File: src/rtl/game_object_engine.sv
// Game object engine: player jump FSM, scrolling/spawning enemy slots and the IDLE/RUN/OVER
// game FSM, producing the packed gamedata vector consumed by the collision stage.
module game_object_engine #(
    parameter int DATACOUNT    = 4,
    parameter int XLEN         = 10,
    parameter int YLEN         = 10,
    parameter int WLEN         = 6,
    parameter int HLEN         = 6,
    parameter int TYPELEN      = 2,
    parameter int DATALEN      = XLEN + YLEN + WLEN + HLEN + TYPELEN,
    parameter int SPEED        = 4,
    parameter int SPAWN_X      = 639,
    parameter int MIN_GAP      = 24,
    parameter int PLAYER_X     = 40,
    parameter int PLAYER_W     = 16,
    parameter int PLAYER_H     = 20,
    parameter int JUMP_STEP    = 6,
    parameter int JUMP_H       = 60,
    parameter int COLLIDE_MASK = 3
) (
    input  logic                         clk3,
    input  logic                         reset,
    input  logic                         tick,
    input  logic                         start,
    input  logic                         jump,
    input  logic                         collide,
    output logic [DATALEN*DATACOUNT-1:0] gamedata,
    output logic                         gameover,
    output logic [15:0]                  score
);
    localparam int CNTW  = 8;
    localparam int MASKW = $clog2(COLLIDE_MASK + 1);
    localparam int IDXW  = $clog2(DATACOUNT);

    localparam logic [TYPELEN-1:0] TYPE_PLAYER = TYPELEN'(1);
    localparam logic [TYPELEN-1:0] TYPE_ENEMY  = TYPELEN'(2);
    localparam logic [XLEN-1:0]    SPEED_C     = XLEN'(SPEED);
    localparam logic [YLEN-1:0]    STEP_C      = YLEN'(JUMP_STEP);
    localparam logic [YLEN-1:0]    APEX_C      = YLEN'(JUMP_H);
    localparam logic [CNTW-1:0]    GAP_C       = CNTW'(MIN_GAP);
    localparam logic [MASKW-1:0]   MASK_C      = MASKW'(COLLIDE_MASK);
    localparam logic [MASKW-1:0]   MASK_ONE    = MASKW'(1);
    localparam logic [CNTW-1:0]    CNT_ONE     = CNTW'(1);

    typedef enum logic [1:0] {G_IDLE, G_RUN, G_OVER} game_state_e;
    typedef enum logic [1:0] {J_GROUND, J_RISE, J_FALL} jump_state_e;

    function automatic logic [DATALEN-1:0] make_rec(
        input logic [XLEN-1:0] x, input logic [YLEN-1:0] y, input logic [WLEN-1:0] w,
        input logic [HLEN-1:0] h, input logic [TYPELEN-1:0] t);
        return {t, h, w, y, x};
    endfunction

    localparam logic [DATALEN-1:0] PLAYER_GROUND =
        {TYPE_PLAYER, HLEN'(PLAYER_H), WLEN'(PLAYER_W), YLEN'(0), XLEN'(PLAYER_X)};

    game_state_e         game_q, game_d;
    jump_state_e         jump_q, jump_d;
    logic [MASKW-1:0]    mask_q, mask_d;
    logic [15:0]         lfsr_q, lfsr_d;
    logic [15:0]         score_q, score_d;
    logic [CNTW-1:0]     cnt_q, cnt_d;
    logic [DATALEN-1:0]  rec_q [DATACOUNT];
    logic [DATALEN-1:0]  rec_d [DATACOUNT];
    logic                gameover_q;

    logic                run_tick;
    logic                free_found;
    logic [IDXW-1:0]     free_idx;
    logic [CNTW-1:0]     cnt_dec;
    logic [YLEN-1:0]     player_y;
    logic [YLEN-1:0]     y_sum;

    // NOTE: every variable gets a default at the top of the block, so no path leaves a latch.
    always_comb begin
        game_d     = game_q;
        jump_d     = jump_q;
        mask_d     = (mask_q != '0) ? mask_q - MASK_ONE : mask_q;
        lfsr_d     = lfsr_q;
        score_d    = score_q;
        cnt_d      = cnt_q;
        rec_d      = rec_q;
        run_tick   = 1'b0;
        free_found = 1'b0;
        free_idx   = '0;
        cnt_dec    = cnt_q;
        player_y   = rec_q[0][XLEN +: YLEN];
        y_sum      = player_y + STEP_C;

        unique case (game_q)
            G_IDLE: begin
                if (start) begin
                    game_d = G_RUN;
                    mask_d = MASK_C;
                end
            end
            G_RUN: begin
                if (collide && mask_q == '0) game_d = G_OVER;
                else                         run_tick = tick;
            end
            G_OVER: begin
                if (start) begin
                    game_d  = G_RUN;
                    mask_d  = MASK_C;
                    jump_d  = J_GROUND;
                    cnt_d   = GAP_C;
                    score_d = '0;
                    for (int i = 1; i < DATACOUNT; i++) rec_d[i] = '0;
                    rec_d[0] = PLAYER_GROUND;
                end
            end
            default: game_d = G_IDLE;
        endcase

        if (run_tick) begin
            lfsr_d = {lfsr_q[14:0], lfsr_q[15] ^ lfsr_q[13] ^ lfsr_q[12] ^ lfsr_q[10]};
            if (score_q != 16'hFFFF) score_d = score_q + 16'd1;

            // Free slot is chosen from the pre-tick occupancy; slots freed now wait a tick.
            for (int i = 1; i < DATACOUNT; i++) begin
                if (rec_q[i][DATALEN-1 -: TYPELEN] == TYPE_ENEMY) begin
                    if (rec_q[i][XLEN-1:0] >= SPEED_C) rec_d[i][XLEN-1:0] = rec_q[i][XLEN-1:0] - SPEED_C;
                    else                               rec_d[i] = '0;
                end else if (!free_found) begin
                    free_found = 1'b1;
                    free_idx   = IDXW'(i);
                end
            end

            if (cnt_q != '0) cnt_dec = cnt_q - CNT_ONE;
            cnt_d = cnt_dec;
            if (cnt_dec == '0 && free_found) begin
                rec_d[free_idx] = make_rec(XLEN'(SPAWN_X), YLEN'(0),
                                           lfsr_d[0] ? WLEN'(12) : WLEN'(8),
                                           lfsr_d[1] ? HLEN'(24) : HLEN'(16), TYPE_ENEMY);
                cnt_d = GAP_C + CNTW'(lfsr_d[6:2]);
            end

            unique case (jump_q)
                J_GROUND: begin
                    if (jump) begin
                        jump_d = J_RISE;
                        rec_d[0][XLEN +: YLEN] = y_sum;
                    end
                end
                J_RISE: begin
                    if (y_sum >= APEX_C) begin
                        jump_d = J_FALL;
                        rec_d[0][XLEN +: YLEN] = APEX_C;
                    end else begin
                        rec_d[0][XLEN +: YLEN] = y_sum;
                    end
                end
                J_FALL: begin
                    if (player_y <= STEP_C) begin
                        jump_d = J_GROUND;
                        rec_d[0][XLEN +: YLEN] = '0;
                    end else begin
                        rec_d[0][XLEN +: YLEN] = player_y - STEP_C;
                    end
                end
                default: jump_d = J_GROUND;
            endcase
        end
    end

    // NOTE: sequential state uses non-blocking assignments so all registers update together.
    always_ff @(posedge clk3) begin
        if (reset) begin
            game_q     <= G_IDLE;
            jump_q     <= J_GROUND;
            mask_q     <= '0;
            lfsr_q     <= 16'hACE1;
            score_q    <= '0;
            cnt_q      <= GAP_C;
            gameover_q <= 1'b0;
            // NOTE: the record array is a handful of flops, not a RAM, so it is reset explicitly.
            for (int i = 0; i < DATACOUNT; i++) rec_q[i] <= (i == 0) ? PLAYER_GROUND : '0;
        end else begin
            game_q     <= game_d;
            jump_q     <= jump_d;
            mask_q     <= mask_d;
            lfsr_q     <= lfsr_d;
            score_q    <= score_d;
            cnt_q      <= cnt_d;
            gameover_q <= (game_d == G_OVER);
            for (int i = 0; i < DATACOUNT; i++) rec_q[i] <= rec_d[i];
        end
    end

    for (genvar g = 0; g < DATACOUNT; g++) begin : g_pack
        assign gamedata[g*DATALEN +: DATALEN] = rec_q[g];
    end

    assign gameover = gameover_q;
    assign score    = score_q;
endmodule

File: config.mk
export PLATFORM = sky130hd
export DESIGN_NAME = game_object_engine
export DESIGN_NICKNAME = d
export VERILOG_FILES = /design/src/rtl/game_object_engine.sv
export SDC_FILE = /design/constraint.sdc
export NUM_CORES = 1
export LEC_CHECK = 0
export ABC_AREA = 0
export CAP_MARGIN = 10
export CORE_UTILIZATION = 25
export DETAILED_ROUTE_END_ITERATION = 10
export SLEW_MARGIN = 20
export SYNTH_ARGS = -nofsm -noshare
export SYNTH_HDL_FRONTEND = slang
export SYNTH_SLANG_ARGS = --single-unit
File: constraint.sdc
create_clock -name clk3 -period 2.6 [get_ports clk3]
set_input_delay 0.52 -clock clk3 [delete_from_list [all_inputs] [get_ports clk3]]
set_output_delay 0.52 -clock clk3 [all_outputs]
set_load 0.03 [all_outputs]
Word-level counts from Yosys, hierarchy flattened --
Cells that the tools add are included.
Operators by class: add/sub/neg operators 9, magnitude comparators 7, equal/unequal tests 9, multiplexer cells 62, bitwise logic cells 4, reduce and logical (&&, ||, !) cells 13
Operators with widths (count):
- 136-bit two-way mux | 4
- 34-bit two-way mux | 7
- 136-bit bitwise mux | 1
- 24-bit two-way mux | 3
- 34-bit demux with 2-bit select | 1
- 16-bit two-way mux | 4
- 10-bit two-way mux | 6
- 8-bit two-way mux | 6
- 10-bit by 3-bit subtractor with 10-bit output, second input constant | 4
- 2-bit two-way mux | 16
- 10-bit by 3-bit greater-or-equal comparator with 1-bit output, second input constant | 3
- 10-bit case mux with 3 select lines | 1
- 16-bit by 1-bit adder with 16-bit output, second input constant | 1
- 16-bit != test, second input constant | 1
- 2-bit equality test, second input constant | 6
- 10-bit by 3-bit adder with 10-bit output, second input constant | 1
- 10-bit by 6-bit greater-or-equal comparator with 1-bit output, second input constant | 1
- 10-bit by 3-bit less-or-equal comparator with 1-bit output, second input constant | 1
- 1-bit two-way mux | 9
- 8-bit logical NOT | 1
- 8-bit nonzero test | 1
- 8-bit by 1-bit subtractor with 8-bit output, second input constant | 1
- 5-bit by 5-bit adder with 6-bit output, first input constant | 1
- 2-bit logical NOT | 3
- other kinds (14) | 21
Storage, ports and cells: flip-flop bits (word level) 183, bits of input ports 6, output and inout port bits 153, logic and storage cells 115

Logic depth before layout (Yosys ltp) --
Gate-level depths: netlist of the first run.
depth after elaboration 20, gate-level depth with buffers 11, depth with buffers taken out 9

Least setup slack after synthesis of the first run --
Ideal clock, no wire load.
kind register to register, from register cnt_q[0], to register rec_q (netlist bit gamedata[52]), library setup time 0.115 ns, arrival 2.382 ns, data required time 2.485 ns, setup slack 0.103 ns, stages on the path, launching flop included 12, buffers on the path 2, period minus slack after synthesis 2.497 ns, cells stage by stage dfxtp_1 inv_1 ha_1 or4b_4 nor2_1 a22o_1 o211a_1 buf_6 o21ai_2 o21a_2 buf_6 and2_1
On the way: cells in the longest elaborated chain, start to end 7, elaborated cells on any way between the ends 8, those cells by class 1 x add/sub; 4 x mux; 3 x reduce/logical
RTL lines:
- from (decl) | RTL line 62 | logic [CNTW-1:0] cnt_q, cnt_d;
- from (signal assigned) | RTL line 185 | cnt_q <= cnt_d;
- 8-bit by 1-bit subtractor with 8-bit output or 8-bit nonzero test (tied branches) | RTL line 130 | if (cnt_q != '0) cnt_dec = cnt_q - CNT_ONE;
- 8-bit two-way mux (*) | RTL line 130
- 8-bit two-way mux (*) | RTL line 115 | if (run_tick) begin
- 8-bit logical NOT (*) | RTL line 132 | if (cnt_dec == '0 && free_found) begin
- 1-bit logical AND (*) | RTL line 132
- 136-bit two-way mux (*) | RTL line 132
- 136-bit two-way mux (*) | RTL line 115
- to (decl) | RTL line 63 | logic [DATALEN-1:0] rec_q [DATACOUNT];
Every way passes the cells marked *; elsewhere a longest branch is shown, timed or not. The select of a mux whose other input is x is not followed. A chain may end at the register's enable or synchronous reset.

Worst setup path in the final report of the first run --
from register cnt_q[0], to register rec_q (netlist bit gamedata[48])
The elaborated chain is that of the path after synthesis.

==> impl_results.md, run 1 <==
- Outcome: finished clean
- Req. time, crit path: 2.97 ns
- Worst-skew pair later-pin latency: 0.43 ns
- NetSw: 1.48 mW
- Logic pwr share: 5.9%
- Sequential share of power: 48.9%
- DR iter-0 viols: 415
- FP Rows: 63
- Post-synth cell types: 69
- Share of layout cells above drive strength 1: 12.7%
- Final Hold Vio Count: 0
- Deepest clock path buffer count: 2
- Slowest cell on the critical path: or4b_4
- Die H: 177 µm
- Clock root buffer: clkbuf_16
- Sw frac: 25.4%
- Total Wirelength: 22300 µm
- PD cells: 534 nW/µm²
- Core area: 29900 µm²
- Peak Freq: 0.388 GHz
- CTS tree: done
- Hold Slack: 0.450 ns
- GRT Residual Overflow: 0
- Post-synthesis cell count: 889
- Placed inst area: 10100 µm²
- Post-synth top area share: 47.9%
- PnR worst setup slack: 0.0252 ns
- Clock Power Share: 45.2%
- Max-slew headroom: 58.2%
- Largest stage delay on the critical path: 0.51 ns
- Post-synth EDFFs: 0
- Placement Setup Slack: -0.0913 ns
- Synth Register Bits: 183
- Die area: 31300 µm²
- Total power: 5.82 mW
- Antenna Cells: 0
- Initial core utilization: 25.6%
- Boundary Pins: 159
- Yosys warns: 0
- Final Max Slew Viols: 0
- CTS H-tree depth: 4
- I/O Buffers: 158
- Pleak: 4.00 nW
- Final Setup Violations: 0
- Area grow syn2layout: 42.7%
- Vias in the first global route: 6449
- Vias/cell: 4.77
- Detail Placement HPWL: 15700 µm
- CTS Hold Buffers Added: 0
- Arr. time, crit path: 2.95 ns
- Pin count of the biggest net entering global routing: 45
- Crit path time final: 2.57 ns
- Sequential area share after synthesis: 47.9%
- Worst vdd ir: 480 µV
- Max Cap Violations: 0
- Final period util: 99.0%
- Drt drc: 0
- Mapped Nets: 907
- Reg clk slew, reported paths: 0.08 ns
- Worst Setup Path Type: reg -> reg
- Synth Flop Type: dfxtp_1
- RSZ-0062 raised after global routing: yes
- Max FO, Critical Path: 9
- Setup crit start kind: flip-flop
- Tightest Pin Transition: 0.620 ns
- Filler cells: 2977
- DR pass1 iterations: 5
- Antenna violations before repair: 0
- Main area contributors after synthesis: dfxtp_1 (48%), and2_1 (6.1%), a21oi_1 (5.7%)
- Wirelength per Cell: 14.9 µm
- Tot GR Track Use: 13.9%
- Syn avg cell area: 8.60 µm²
- Vias: 7169
- CP Capture Type: flip-flop
- Internal power: 4.34 mW
- Gp weighted congestion: 0.840
- Setup Skew: 0.0130 ns
- DIE WIDTH: 177 µm
- Crit-path cells: inv_2 > ha_4 > or4b_4 > or2_1 > a41o_1 > o211a_4 > buf_6 > buf_12 > o21ai_4 > o21a_4 > clkbuf_16 > and2_1
- Cell area after synthesis: 7640 µm²
- Final net count: 1119
- Largest area contributor in the netlist: dfxtp_1
- Synth async-reset ratio: 0%
- Hold WC Path Type: reg -> reg
- Final design area excluding fillers: 10900 µm²
- Post-DRT Antenna Nets: 0
- Clk sinks: 183
- First-pass GRT wire length: 34600 µm
- Setup_tns: 0 ns
- Clock buffer count from CTS: 17
final cells by class:
type                            count  area, µm²  area share [%]
Timing Repair Buffer              236       2320            21.3
Sequential cell                   183       3670            33.6
Tap cell                          390        488            4.47
Clock inverter                     14        159            1.46
Clock buffer                       18        429            3.94
Multi-Input combinational cell    646       3780            34.6
Inverter                           17       63.8           0.585
cells in the mapped netlist (4+ instances only):
library cell	n
nor2b_1	9
and3_1	10
a21oi_1	87
ha_1	12
nor3b_1	4
nand4b_1	5
buf_1	4
inv_1	17
a211oi_1	4
xnor2_1	10
nor3_1	24
nand3b_1	10
a32oi_1	5
a22oi_1	7
nand3_1	26
xor2_1	6
buf_2	4
o22ai_1	5
o211ai_1	5
nand2_1	115
a221oi_1	5
a31oi_1	9
dfxtp_1	183
nand2b_1	13
nand4_1	10
o21ai_0	39
nor4_1	4
nor4b_1	4
clkbuf_1	32
or3_1	8
or2_2	9
and2_1	75
nor2_1	72
per-layer routing:
layer | up-vias | GRT usage, % | wire, µm
met3 | 22 | 3.89 | 1420
li1 | 3552 | - | -
met5 | - | 0 | 0
met2 | 215 | 22.4 | 10400
met1 | 3380 | 18.3 | 10300
met4 | 0 | 3.23 | 227
critical path, delay by kind of cell (launching register included):
kind	cells	cell delay (ns)
compound gates	4	0.67
fa+ha+maj	1	0.13
buf+inv	4	0.49
flops	1	0.34
simple gates	3	0.87
worst paths after layout:
kind | start | cells after the start | endpoint | slack (ns)
max reg2reg | cnt_q[0]$_SDFFE_PP0P_ | 12 | gamedata[48]$_SDFF_PP0_ | 0.03
max | cnt_q[0]$_SDFFE_PP0P_ | 12 | gamedata[48]$_SDFF_PP0_ | 0.03
min reg2reg | gamedata[30]$_SDFF_PP1_ | 1 | gamedata[30]$_SDFF_PP1_ | 0.45
min | gamedata[30]$_SDFF_PP1_ | 1 | gamedata[30]$_SDFF_PP1_ | 0.45
placed cells by master (no fill, tap or decap), types with 20 or more instances in the layout:
master	n
nand3_1	26
clkdlybuf4s50_1	157
and2_1	74
clkbuf_16	20
o21ai_0	38
a21oi_1	87
buf_4	65
nor3_1	24
nand2_1	115
nor2_1	70
dfxtp_1	181
registers in the layout, summed over array words and instances, names as in the netlist:
register and count:
lfsr_q 16, mask_q 2, gameover 1, gamedata 136, game_q 2, score 16
jump_q 2, cnt_q 8
metrics by stage:
step / instances / util, %
final: 1504 / 36.5
after global routing: 1504 / 36.5
after CTS: 1494 / 35.9
after detailed placement: 1462 / 33.9
after global placement: 1462 / 33.9
after floorplan: 889 / -
logic make-up after synthesis:
logic type      count (synthesis)  share of synthesized area [%]
simple gates                  408                           27.6
compound gates                207                           16.9
flops                         183                           47.9
buf+inv                        60                           3.31
xor+xnor                       16                           1.83
fa+ha+maj                      12                           1.96
mux                             3                          0.426
what timing repair did:
| action | 4_1_cts | 5_1_grt |
|---|---|---|
| gates cloned | 0 | 4 |
| resized for setup | 1 | 14 |
| hold endpoints to repair | 0 | 0 |
| pin swaps | 0 | 4 |
| endpoints found under the setup margin | 23 | 63 |
| buffers inserted | 0 | 6 |
power groups by stage:
| stage | Combinational, mW | Clock, mW | Sequential [mW] |
|---|---|---|---|
| 2_1_floorplan | 0.182 | 0 | 2.91 |
| 3_3_place_gp | 0.312 | 0 | 2.91 |
| 3_5_place_dp | 0.314 | 0 | 2.91 |
| 4_1_cts | 0.316 | 2.71 | 2.85 |
| 5_1_grt | 0.374 | 2.83 | 2.85 |
| 6_report | 0.342 | 2.63 | 2.85 |
Note: power is estimated with default switching activity, not from simulation.
==> run 2: changes to the inputs <==
SLEW_MARGIN = default   (was 20)
==> results of run 2 <==
No change in the layout: final DEF, timing and power equal those of run 1.
==> run 3: changes to the inputs <==
CORE_UTILIZATION = 46   (was 25)
PLACE_DENSITY = 0.76   (was default)
clock period = 2.31 ns   (was 2.6 ns; I/O delays follow)
==> impl_results.md, run 3 (same netlist as run 1, synthesis figures left out) <==
- Worst r2r dst: gamedata[126]$_SDFF_PP0_ (was gamedata[48]$_SDFF_PP0_)
- Share of layout cells above drive strength 1: 19.7% (was 12.7%)
- Worst-skew pair later-pin latency: 0.43 ns (about the same)
- Peak Freq: 0.412 GHz (was 0.388 GHz)
- RSZ-0062 raised after global routing: yes (unchanged)
- Final Setup Violations: 83 (was 0)
- Clock root buffer: clkbuf_16 (unchanged)
- Pin count of the biggest net entering global routing: 52 (was 45)
- Reg-to-Reg Start: cnt_q[0]$_SDFFE_PP0P_ (unchanged)
- Finished Core Util: 69.1% (was 36.5%)
- Sequential share of power: 50.2% (was 48.9%)
- Post-DRT Antenna Nets: 0 (unchanged)
- GRT Residual Overflow: 0 (unchanged)
- Tightest Pin Transition: 0.569 ns (was 0.620 ns)
- Vias: 7414 (was 7169)
- Sw frac: 24.9% (was 25.4%)
- Boundary Pins: 159 (unchanged)
- Hold WC Path Type: reg -> reg (unchanged)
- Gp weighted congestion: 0.873 (was 0.840)
- R2r worst-path depth: 12 (unchanged)
- Flop-to-flop setup slack: -0.12 ns (was 0.03 ns)
- Worst vdd ir: 535 µV (was 480 µV)
- Crit path time final: 2.43 ns (was 2.57 ns)
- Outcome: finished, violations left (was finished clean)
- Initial core utilization: 47.6% (was 25.6%)
- Filler cells: 1235 (was 2977)
- Final period util: 105% (was 99.0%)
- Antenna Cells: 0 (unchanged)
- Clk sinks: 183 (unchanged)
- Final Hold Vio Count: 0 (unchanged)
- Pleak: 4.18 nW (was 4.00 nW)
- Die H: 131 µm (was 177 µm)
- Total Wirelength: 21300 µm (was 22300 µm)
- Area grow syn2layout: 45.2% (was 42.7%)
- CP Capture Point: gamedata[126]$_SDFF_PP0_ (was gamedata[48]$_SDFF_PP0_)
- Vias/cell: 5.45 (was 4.77)
- Max-slew headroom: 62.1% (was 58.2%)
- Die area: 17100 µm² (was 31300 µm²)
- CTS H-tree depth: 4 (unchanged)
- Detail Placement HPWL: 14500 µm (was 15700 µm)
- Clock Power Share: 43.4% (was 45.2%)
- Critical Path Source: cnt_q[0]$_SDFFE_PP0P_ (unchanged)
- Tot GR Track Use: 24.6% (was 13.9%)
- Reg clk slew, reported paths: 0.07 ns (was 0.08 ns)
- Worst Setup Path Type: reg -> reg (unchanged)
- Max FO, Critical Path: 18 (was 9)
- Setup Skew: 0.00803 ns (was 0.0130 ns)
- CTS tree: done (unchanged)
- Placement Setup Slack: -0.326 ns (was -0.0913 ns)
- DR iter-0 viols: 721 (was 415)
- Arr. time, crit path: 2.75 ns (was 2.95 ns)
- Clock buffer count from CTS: 17 (unchanged)
- DIE WIDTH: 131 µm (was 177 µm)
- Violated checks: negative setup slack
- Core area: 16100 µm² (was 29900 µm²)
- Req. time, crit path: 2.64 ns (was 2.97 ns)
- PnR worst setup slack: -0.119 ns (was 0.0252 ns)
- Final Max Slew Viols: 0 (unchanged)
- Wirelength per Cell: 15.7 µm (was 14.9 µm)
- First-pass GRT wire length: 33200 µm (was 34600 µm)
- Internal power: 4.80 mW (was 4.34 mW)
- Drt drc: 0 (unchanged)
- Final net count: 1150 (was 1119)
- Antenna violations before repair: 0 (unchanged)
- Max FFs per register: 136 (unchanged)
- I/O Buffers: 158 (unchanged)
- Commonest non-fill, non-tap cells in the layout: dfxtp_1 (178), clkdlybuf4s50_1 (157), nand2_1 (113) (was dfxtp_1 (181), clkdlybuf4s50_1 (157), nand2_1 (115))
- FP Rows: 46 (was 63)
- DR pass1 iterations: 5 (unchanged)
- PD cells: 576 nW/µm² (was 534 nW/µm²)
- Max Cap Violations: 0 (unchanged)
- Setup crit start kind: flip-flop (unchanged)
- Vias in the first global route: 6697 (was 6449)
- Most common cell after layout, fill and taps aside: dfxtp_1 (unchanged)
- Deepest clock path buffer count: 2 (unchanged)
- Logic pwr share: 6.4% (was 5.9%)
- NetSw: 1.59 mW (was 1.48 mW)
- CP Capture Type: flip-flop (unchanged)
## run 3: routing by layer
layer | GRT usage [%] | vias to the layer above | share of wire, %
met5 | 0 | - | 0
met4 | 8.52 | 0 | 1.7
met3 | 6.11 | 31 | 6.5
met2 | 38.1 | 264 | 47
met1 | 33.4 | 3500 | 45
li1 | - | 3619 | -
## run 3: worst min-delay path by stage
| stage | from | cells after the start | slack, ns | end |
|---|---|---|---|---|
| final | gamedata[3]$_SDFF_PP1_ | 1 | 0.45 | gamedata[3]$_SDFF_PP1_ |
| after global routing | gamedata[32]$_SDFF_PP1_ | 1 | 0.47 | gamedata[32]$_SDFF_PP1_ |
| after CTS | gamedata[125]$_SDFF_PP0_ | 2 | 0.46 | gamedata[125]$_SDFF_PP0_ |
| after detailed placement | gamedata[30]$_SDFF_PP1_ | 1 | 0.43 | gamedata[30]$_SDFF_PP1_ |
| after global placement | gamedata[24]$_SDFF_PP1_ | 1 | 0.43 | gamedata[24]$_SDFF_PP1_ |
| after floorplan | lfsr_q[7]$_SDFFE_PP1P_ | 2 | 0.43 | lfsr_q[8]$_SDFFE_PP0P_ |
## run 3: repair_timing
item,in CTS,in global routing
hold buffers,0,0
endpoints found under the setup margin,95,107
setup buffers,2,8
pin swaps,6,26
resized for setup,15,58
cloned,1,3
## run 3: final cells by class
| cell class | count | area (µm²) | area share (%) |
|---|---|---|---|
| clock buffers | 19 | 443 | 3.99 |
| clock inverters | 13 | 115 | 1.04 |
| inverters | 17 | 66.3 | 0.598 |
| multi-input cells | 649 | 4030 | 36.3 |
| flip-flops and latches | 183 | 3680 | 33.2 |
| well taps | 216 | 270 | 2.44 |
| repair buffers | 264 | 2490 | 22.5 |
## run 3: power groups by stage
stage | logic (mW) | registers (mW) | clock network [mW]
final | 0.408 | 3.20 | 2.77
after global routing | 0.445 | 3.21 | 2.94
after CTS | 0.390 | 3.20 | 2.82
after detailed placement | 0.378 | 3.28 | 0
after global placement | 0.374 | 3.28 | 0
after floorplan | 0.210 | 3.28 | 0
## run 3: metrics by stage
step	hold WS (ns)	cell area [µm²]	setup TNS (ns)	cells	power (mW)
floorplan	0.432	7700	-1.51	889	3.49
global placement	0.427	10200	-24.38	1317	3.65
detailed placement	0.429	10200	-27.81	1317	3.66
CTS	0.456	10800	-3.91	1352	6.41
global route	0.467	11100	-12.95	1361	6.59
finish	0.451	11100	-6.08	1361	6.38
## run 3: critical path, cell delays in order (launching register included)
cell,delay [ns]
dfxtp_4,0.36
inv_4,0.06
ha_4,0.11
or4b_4,0.50
buf_6,0.15
nor2_4,0.07
a22o_1,0.15
o211a_4,0.22
buf_6,0.14
nand3_4,0.08
nor3b_4,0.18
buf_12,0.15
and2_1,0.15
